### src/rtl/noc_pkg.sv
// Shared mesh NoC definitions: flit geometry, flit/ID types and the ID extractor.
package noc_pkg;

  localparam int FLIT_W = 8;
  localparam int ID_W   = 4;

  typedef logic [FLIT_W-1:0] flit_t;
  typedef logic [ID_W-1:0]   msg_id_t;

  // The message ID lives in the top bits of every flit.
  function automatic msg_id_t flit_id(input flit_t f);
    return f[FLIT_W-1 -: ID_W];
  endfunction

endpackage

### src/rtl/noc_link_rx_if.sv
// One direction of a valid/ready flit link; master drives valid/data, slave drives ready.
interface noc_link_rx_if;
  import noc_pkg::*;

  logic  valid;
  logic  ready;
  flit_t data;

  modport master (output valid, output data, input ready);
  modport slave  (input valid, input data, output ready);

endinterface

### src/rtl/noc_flit_fifo.sv
// Generic synchronous FIFO with push/pop and occupancy; head entry is read straight from storage.
module noc_flit_fifo #(
  parameter  int W     = 8,
  parameter  int DEPTH = 4,
  localparam int AW    = $clog2(DEPTH),
  localparam int CW    = AW + 1
) (
  input  logic          clk,
  input  logic          rst,
  input  logic          push,
  input  logic          pop,
  input  logic [W-1:0]  din,
  output logic [W-1:0]  dout,
  output logic          full,
  output logic          empty,
  output logic [CW-1:0] count
);

  logic [W-1:0]  mem [DEPTH];
  logic [AW-1:0] wptr;
  logic [AW-1:0] rptr;
  logic [CW-1:0] cnt;
  logic          do_push;
  logic          do_pop;

  assign do_push = push & ~full;
  assign do_pop  = pop & ~empty;

  // Storage is cleared on reset so the head reads zero until the first write.
  always_ff @(posedge clk or posedge rst) begin
    if (rst) begin
      wptr <= '0;
      rptr <= '0;
      cnt  <= '0;
      for (int i = 0; i < DEPTH; i++) mem[i] <= '0;
    end else begin
      if (do_push) begin
        mem[wptr] <= din;
        wptr      <= wptr + 1'b1;
      end
      if (do_pop) rptr <= rptr + 1'b1;
      cnt <= cnt + CW'(do_push) - CW'(do_pop);
    end
  end

  assign full  = (cnt == CW'(DEPTH));
  assign empty = (cnt == '0);
  assign dout  = mem[rptr];
  assign count = cnt;

endmodule

### src/rtl/noc_link_rx.sv
// Mesh link receiver: buffers upstream flits and drops epidemic duplicates by message ID.
module noc_link_rx
  import noc_pkg::*;
#(
  parameter  int DATA_W     = FLIT_W,
  parameter  int DEPTH      = 4,
  parameter  int SEEN_DEPTH = 8,
  localparam int CW         = $clog2(DEPTH) + 1,
  localparam int SW         = $clog2(SEEN_DEPTH)
) (
  input  logic           clk,
  input  logic           rst,
  noc_link_rx_if.slave   up,
  noc_link_rx_if.master  dn,
  input  logic           seen_clr,
  output logic [7:0]     drop_cnt,
  output logic [CW-1:0]  fifo_cnt
);

  msg_id_t               seen_id [SEEN_DEPTH];
  logic [SEEN_DEPTH-1:0] seen_vld;
  logic [SW-1:0]         wptr_s;
  msg_id_t               in_id;
  logic                  dup;
  logic                  accept;
  logic                  push;
  logic                  full;
  logic                  empty;

  assign in_id = flit_id(up.data);

  always_comb begin
    dup = 1'b0;
    for (int i = 0; i < SEEN_DEPTH; i++)
      if (seen_vld[i] && (seen_id[i] == in_id)) dup = 1'b1;
  end

  // Ready comes from occupancy alone, so duplicates are swallowed without stalling.
  assign up.ready = ~full;
  assign dn.valid = ~empty;
  assign accept   = up.valid & up.ready;
  assign push     = accept & ~dup;

  noc_flit_fifo #(
    .W     (DATA_W),
    .DEPTH (DEPTH)
  ) u_fifo (
    .clk   (clk),
    .rst   (rst),
    .push  (push),
    .pop   (dn.ready),
    .din   (up.data),
    .dout  (dn.data),
    .full  (full),
    .empty (empty),
    .count (fifo_cnt)
  );

  // A clear coinciding with a unique insert leaves only that new ID, in entry 0.
  always_ff @(posedge clk or posedge rst) begin
    if (rst) begin
      seen_vld <= '0;
      wptr_s   <= '0;
      for (int i = 0; i < SEEN_DEPTH; i++) seen_id[i] <= '0;
    end else if (seen_clr) begin
      if (push) begin
        seen_id[0] <= in_id;
        seen_vld   <= SEEN_DEPTH'(1);
        wptr_s     <= SW'(1);
      end else begin
        seen_vld <= '0;
        wptr_s   <= '0;
      end
    end else if (push) begin
      seen_id[wptr_s]  <= in_id;
      seen_vld[wptr_s] <= 1'b1;
      wptr_s <= (wptr_s == SW'(SEEN_DEPTH - 1)) ? '0 : wptr_s + 1'b1;
    end
  end

  always_ff @(posedge clk or posedge rst) begin
    if (rst)                                  drop_cnt <= '0;
    else if (accept && dup && drop_cnt != 8'hFF) drop_cnt <= drop_cnt + 8'd1;
  end

endmodule

### src/flat_wrapper.sv
// flat-port wrapper written by rule: the top's interface ports become plain ports
module noc_link_rx_flat import noc_pkg::*;
#(
  parameter  int DATA_W     = FLIT_W,
  parameter  int DEPTH      = 4,
  parameter  int SEEN_DEPTH = 8,
  localparam int CW         = $clog2(DEPTH) + 1,
  localparam int SW         = $clog2(SEEN_DEPTH)
)
  (clk, rst, seen_clr, drop_cnt, fifo_cnt, up_valid, up_data, up_ready, dn_valid, dn_data, dn_ready);
  noc_link_rx_if up_i ();
  noc_link_rx_if dn_i ();
  input  logic clk;
  input  logic rst;
  input  logic seen_clr;
  output logic [7:0] drop_cnt;
  output logic [CW-1:0] fifo_cnt;
  input wire logic [$bits(up_i.valid)-1:0] up_valid;
  input wire logic [$bits(up_i.data)-1:0] up_data;
  output wire logic [$bits(up_i.ready)-1:0] up_ready;
  output wire logic [$bits(dn_i.valid)-1:0] dn_valid;
  output wire logic [$bits(dn_i.data)-1:0] dn_data;
  input wire logic [$bits(dn_i.ready)-1:0] dn_ready;
  assign up_i.valid = up_valid;
  assign up_i.data = up_data;
  assign up_ready = up_i.ready;
  assign dn_valid = dn_i.valid;
  assign dn_data = dn_i.data;
  assign dn_i.ready = dn_ready;
  noc_link_rx #(.DATA_W(DATA_W), .DEPTH(DEPTH), .SEEN_DEPTH(SEEN_DEPTH)) u_core (.clk(clk), .rst(rst), .up(up_i), .dn(dn_i), .seen_clr(seen_clr), .drop_cnt(drop_cnt), .fifo_cnt(fifo_cnt));
endmodule
### config.mk
export PLATFORM = sky130hd
export DESIGN_NAME = noc_link_rx_flat
export DESIGN_NICKNAME = d
export VERILOG_FILES = /design/src/rtl/noc_pkg.sv /design/src/rtl/noc_link_rx_if.sv /design/src/rtl/noc_flit_fifo.sv /design/src/rtl/noc_link_rx.sv /design/src/flat_wrapper.sv
export SDC_FILE = /design/constraint.sdc
export NUM_CORES = 1
export LEC_CHECK = 0
export CORE_MARGIN = 3
export CORE_UTILIZATION = 63
export CTS_BUF_LIST = sky130_fd_sc_hd__clkbuf_8 sky130_fd_sc_hd__clkbuf_16
export DETAILED_ROUTE_END_ITERATION = 10
export PLACE_DENSITY = 0.91
export RECOVER_POWER = 100
export SLEW_MARGIN = 20
export SYNTH_ARGS = -nofsm -noshare
export SYNTH_HDL_FRONTEND = slang
export SYNTH_SLANG_ARGS = --single-unit
### constraint.sdc
create_clock -name clk -period 5.3 [get_ports clk]
set_clock_uncertainty 0.15 [all_clocks]
set_input_delay 1.325 -clock clk [delete_from_list [all_inputs] [get_ports clk]]
set_output_delay 1.325 -clock clk [all_outputs]
set_load 0.02 [all_outputs]
# Word-level counts from Yosys, hierarchy flattened
# Cells that the tools add are included.
dict set report totals {
  ram_bits 0
  regBits 90
  romBits 0
  out_inout_bits 21
  mem_count 0
  inputBits 13
  elab_cells 99
  latch_bits 0
}
dict set report classes {
  n_reduce_logical 16
  n_shift 0
  n_lt_le_gt_ge 7
  n_addsub 6
  eq_ne 11
  n_div 0
  n_mul 0
  n_mux 29
  bitwise 12
}
# cell n
set ops {}
lappend ops {{$bwmux 32} 2}
lappend ops {{$mux 8} 5}
lappend ops {{$eq 4x4->1} 8}
lappend ops {{$mux 32} 1}
lappend ops {{$bmux 8 s2} 1}
lappend ops {{$demux 8 s2} 1}
lappend ops {{$logic_and 1x1->1} 13}
lappend ops {{$demux 4 s3} 1}
lappend ops {{$mux 4} 3}
lappend ops {{$mux 1} 11}
lappend ops {{$mux 3} 3}
lappend ops {{$add 8x1->8 const B} 1}
lappend ops {{$ne 8x8->1 const B} 1}
lappend ops {{$or 8x8->8} 1}
lappend ops {{$eq 3x3->1 const B} 2}
lappend ops {{$ge 3x3->1 const B} 2}
lappend ops {{$not 2->3} 2}
lappend ops {{$add 2x1->2 const B} 2}
lappend ops {{$and 1x1->1} 4}
lappend ops {{$ge 4x4->1 const B} 1}
lappend ops {{$lt 3x4->1 const B} 1}
lappend ops {{$lt 4x1->1 const B} 1}
lappend ops {{$not 1->1} 4}
lappend ops {{$not 3->4} 1}
lappend ops {{other kinds (9)} 9}

# Logic depth before layout (Yosys ltp)
# Gate-level depths: netlist of the first run.
dict set report depth {
  ltp_word 15
  mapped_depth 15
  depth_no_buf 13
}

# Hierarchy
# A second synthesis of the first run with hierarchy kept.
dict set report unflattened {
  hier_cells 332
  area_unflattened_um2 4533.1
}
# mod area_per_inst_um2 cells_each n_inst seq_area_each_um2
set by_module_without_submodules {}
lappend by_module_without_submodules {noc_link_rx 2586.2 218 1 1276.2}
lappend by_module_without_submodules {noc_flit_fifo 1946.9 114 1 975.9}

# Worst setup path before layout of the first run
# OpenSTA, ideal clock, no wires.
dict set report synth_path {
  kind {input-to-reg}
  from {input port up_data[6]}
  to {register u_core.u_fifo.cnt[2], in the netlist u_core.u_fifo.count[2]}
  cell_stages 14
  slack_ns 1.443
  setup_ns 0.123
  arrival_time_ns 3.584
  cell_sequence {buf_4 -> xor2_1 -> nor3_1 -> a31oi_1 -> nand4_2 -> buf_4 -> nor2_8 -> inv_1 -> ha_1 -> inv_1 -> ha_1 -> fa_1 -> xnor2_1 -> xnor2_1}
}
dict set report synth_via {
  elab_chain_cells 15
  word_cells_on_any_way 29
  classes_between {add/sub (2); eq/ne (8); mux (8); bitwise (3); reduce/logical (8)}
}
# element line_no
set synth_rtl {}
lappend synth_rtl {{start: declaration} flat_wrapper.sv:19} ;# input wire logic [$bits(up_i.data)-1:0] up_data;
lappend synth_rtl {{$eq 4x4->1} noc_link_rx.sv:35} ;# if (seen_vld[i] && (seen_id[i] == in_id)) dup = 1'b1;
lappend synth_rtl {{$logic_and 1x1->1} noc_link_rx.sv:35}
lappend synth_rtl {{$mux 1 (7 in series)} noc_link_rx.sv:35}
lappend synth_rtl {{$mux 1 (*)} noc_link_rx.sv:35}
lappend synth_rtl {{$not 1->1 (*)} noc_link_rx.sv:42} ;# assign push = accept & ~dup;
lappend synth_rtl {{$and 1x1->1 (*)} noc_link_rx.sv:42}
lappend synth_rtl {{$and 1x1->1 (*)} noc_flit_fifo.sv:26} ;# assign do_push = push & ~full;
lappend synth_rtl {{$add 3x1->3 (*)} noc_flit_fifo.sv:42} ;# cnt <= cnt + CW'(do_push) - CW'(do_pop);
lappend synth_rtl {{$sub 3x1->3 (*)} noc_flit_fifo.sv:42}
lappend synth_rtl {{end signal: assignment} noc_flit_fifo.sv:42}
lappend synth_rtl {{end: declaration} noc_flit_fifo.sv:22} ;# logic [CW-1:0] cnt;
# Mark *: on every way between the ends. The rest lies on a longest branch, timed or not.
# A chain may end at the register's enable or synchronous reset.

# Final worst setup path of the first run
dict set report layout_path {
  from {input port up_data[7]}
  to {register u_core.u_fifo.cnt[2], in the netlist u_core.u_fifo.count[2]}
}
# The elaborated chain is that of the path after synthesis.

==> results of run 1 <==
==> cell families after synthesis <==
group	count (synthesis)
AOI/OAI and AO/OA	17
xor gates and xnor gates	44
muxes	75
adders and majority gates	10
and+or+nand+nor	68
buffers and inverters	24
DFF	90
==> sequential cells by signal, summed over array words and instances (netlist names) <==
register,cells
u_core.drop_cnt,8
u_core.u_fifo.wptr,2
u_core.u_fifo.rptr,2
u_core.wptr_s,3
u_core.seen_vld,8
u_core.u_fifo.mem,32
u_core.seen_id,32
u_core.u_fifo.count,3
==> cell type report <==
cell class	instances	area share, %
clock inverters	7	1.262
well taps	93	2.396
flip-flops and latches	90	46.37
clock buffers	9	2.550
repair buffers	39	7.625
inverters	10	0.7986
multi-input cells	214	39.00
==> through the flow <==
stage	hold slack, ns	total power (W)	setup WS [ns]
floorplan	0.2993	0.001916	1.443
global placement	0.3081	0.002196	0.6617
detailed placement	0.3181	0.002252	0.6068
CTS	0.3391	0.002700	0.9151
global route	0.3724	0.002754	0.5052
finish	0.3346	0.002585	0.7384
==> layer usage <==
layer,GRT usage [%],share of wire [%]
met1,27.14,45
met2,34.40,50
met3,5.760,3.6
met4,5.747,1.0
met5,0,0
==> worst max path at each step <==
stage	startpoint	end	slack, ns	depth (start not counted)
after detailed placement	up_data[6]	u_core.u_fifo.count[2]$_DFF_PP0_	0.61	13
final	up_data[7]	u_core.u_fifo.count[2]$_DFF_PP0_	0.74	13
after floorplan	up_data[6]	u_core.u_fifo.count[2]$_DFF_PP0_	1.44	14
after global routing	up_data[7]	u_core.u_fifo.count[2]$_DFF_PP0_	0.51	13
after global placement	up_data[6]	u_core.u_fifo.count[2]$_DFF_PP0_	0.66	13
after CTS	up_data[7]	u_core.u_fifo.count[2]$_DFF_PP0_	0.92	13
==> power groups by stage <==
stage	clock (W)	sequential [W]	combinational, W
floorplan	0	0.00111	0.000802
global placement	0	0.00115	0.00104
detailed placement	0	0.00117	0.00108
CTS	0.000446	0.00116	0.00110
global route	0.000475	0.00120	0.00108
finish	0.000436	0.00116	0.000991
==> cell usage in the layout (no fill, tap or decap), types with 3 or more instances in the layout <==
cell type / n
dlygate4sd3_1: 24
clkdlybuf4s50_1: 9
nor2b_1: 3
nand3_1: 13
inv_1: 9
a31oi_1: 4
clkinvlp_4: 4
dfrtp_1: 90
xor2_1: 25
nand2_1: 15
mux2_2: 58
nor3_1: 7
a21o_1: 8
xnor2_1: 19
nor2_1: 17
mux2_1: 9
mux4_2: 8
nor4_1: 6
clkbuf_8: 9
buf_4: 4
ha_1: 9
==> run metrics, run 1 <==
status=finished with violations; failing checks=max-capacitance violations, max-slew violations; share of cells above drive strength 1=24.66%; fmax=219.2 MHz; Max Root-Sink Buffers=2; CP peak stage delay=1.01 ns; post_cts resized=0; Reg clk slew, reported paths=0.09 ns; die width=89.73 µm; Post-Syn Area per Cell=13.47 µm²; Port Buffers=33; Adder-Cell Fraction of Synth Area=3.003%; sw power=0.0009007 W; Synth Area in XOR/XNOR=8.725%; TritonCTS clock tree=done; Worst setup SP type=input pin; placed cell count=446; Buffers & Inverters on Critical Path=3; maximum fanout along the worst path=16; die area=8051 µm²; largest family of logic cells by synthesized area=multiplexers; Flop pwr share=44.8%; worst hold path depth=1; Starting Density=67.25%; Max Transition Viols Final=63; Pwr Density=532.1 nW/µm²; EDFF count, synth=0; clock period minus worst slack=4.562 ns; hpwl dp=5202 µm; synthesis-stage register bit count=90; # hold bufs at CTS=0; critical path required time=5.45 ns; Iter 0 DRT Violations=140; crit path DAT=4.71 ns; 1st-pass router iterations=4; Root Buffer=clkbuf_8; cell area after synthesis=4417 µm²; Synth area leaders=dfrtp_1, mux2_2, xor2_1; ys async rst share=100.0%; mux cell area share after synthesis=21.16%; Yosys top cell area share=50.99%; Synth top cells by count=dfrtp_1, mux2_2, xor2_1; Lkg Pwr=2.235 nW; # diodes=0; CP top delay family=buffers and inverters; kind of critical path=input pin to flop; Max-slew headroom=-77.40%; WHS Endpoint=u_core.seen_vld[2]$_DFFE_PP0P_; synth-to-layout area growth=9.972%; H-tree depth=3; post-synthesis net count=351; Final Non-Filler Cells=462; final net count=387; final setup fails=0; R2R cell count=12; fin area=4857 µm²; Comb power frac=38.4%; vias in the first global route=2,766; GRT overflow=0; top-count cell post-synth=dfrtp_1; Post CTS Setup Buffer Count=0; distinct cell type count after synthesis=33; multi-input logic area=1894 µm²; antenna violations before repair=0; Top Ports=34; compound-gate portion of the synthesized area=2.748%; placed cell areas=4820 µm²; register area share after synthesis=50.99%; RD Place Congestion=0.7864; Setup TNS=0 ns; flop-to-flop setup slack=2.37 ns; Post-Route WL=7719 µm; Vias per Instance=5.582; Antenna Violating Nets Remaining=0; Final Util=73.96%; Synth Flop Type=dfrtp_1; core area=6568 µm²; Core Rows=29; Sw Ratio=34.85%; Hold Path Class=flop to flop; Die Y=89.73 µm; Fillers=426; via count=2,579; Slowest cell on crit path=dlygate4sd3_1; Synth Instances=328; largest net degree at the start of global routing=63; fin crit share=86.07%; Pint=0.001684 W; leading area contributor after synthesis=dfrtp_1; drt drc=0; Worst R2R End=u_core.u_fifo.count[2]$_DFF_PP0_; Synth warnings=0; final hold vios=0; CTS Sinks=90; register area=2252 µm²; worst path cell trace=dlygate4sd3_1 -> xor2_1 -> nor3_1 -> a31oi_1 -> nand4_1 -> nor2_1 -> inv_1 -> ha_1 -> inv_1 -> ha_1 -> fa_1 -> xnor2_1 -> xnor2_1; Synth Area in Simple Gates=10.48%; total CTS buffers=9; total track usage=20.76%; WL/cell=16.71 µm; nature of the critical path endpoint=flop; worst r2r src=u_core.seen_id[19]$_DFFE_PP0P_; Worst Tran Pin Value=2.647 ns; Clock Power Share=16.9%; Clk Latency, worst-skew pair=0.36 ns; unrepaired setup endpoints after global routing=no; first-pass GRT wire length=13,480 µm; max-cap viol count=1; HP Start=u_core.seen_vld[2]$_DFFE_PP0P_; worst vdd ir=0.3524 mV
Note: power is estimated with default switching activity, not from simulation.
==> run 2: changes to the inputs <==
--- a/config.mk
+++ b/config.mk
@@ -11,7 +11,6 @@
 export DETAILED_ROUTE_END_ITERATION = 10
 export PLACE_DENSITY = 0.91
 export RECOVER_POWER = 100
-export SLEW_MARGIN = 20
 export SYNTH_ARGS = -nofsm -noshare
 export SYNTH_HDL_FRONTEND = slang
 export SYNTH_SLANG_ARGS = --single-unit
==> results of run 2 <==
No change in the layout: final DEF, timing and power equal those of run 1.
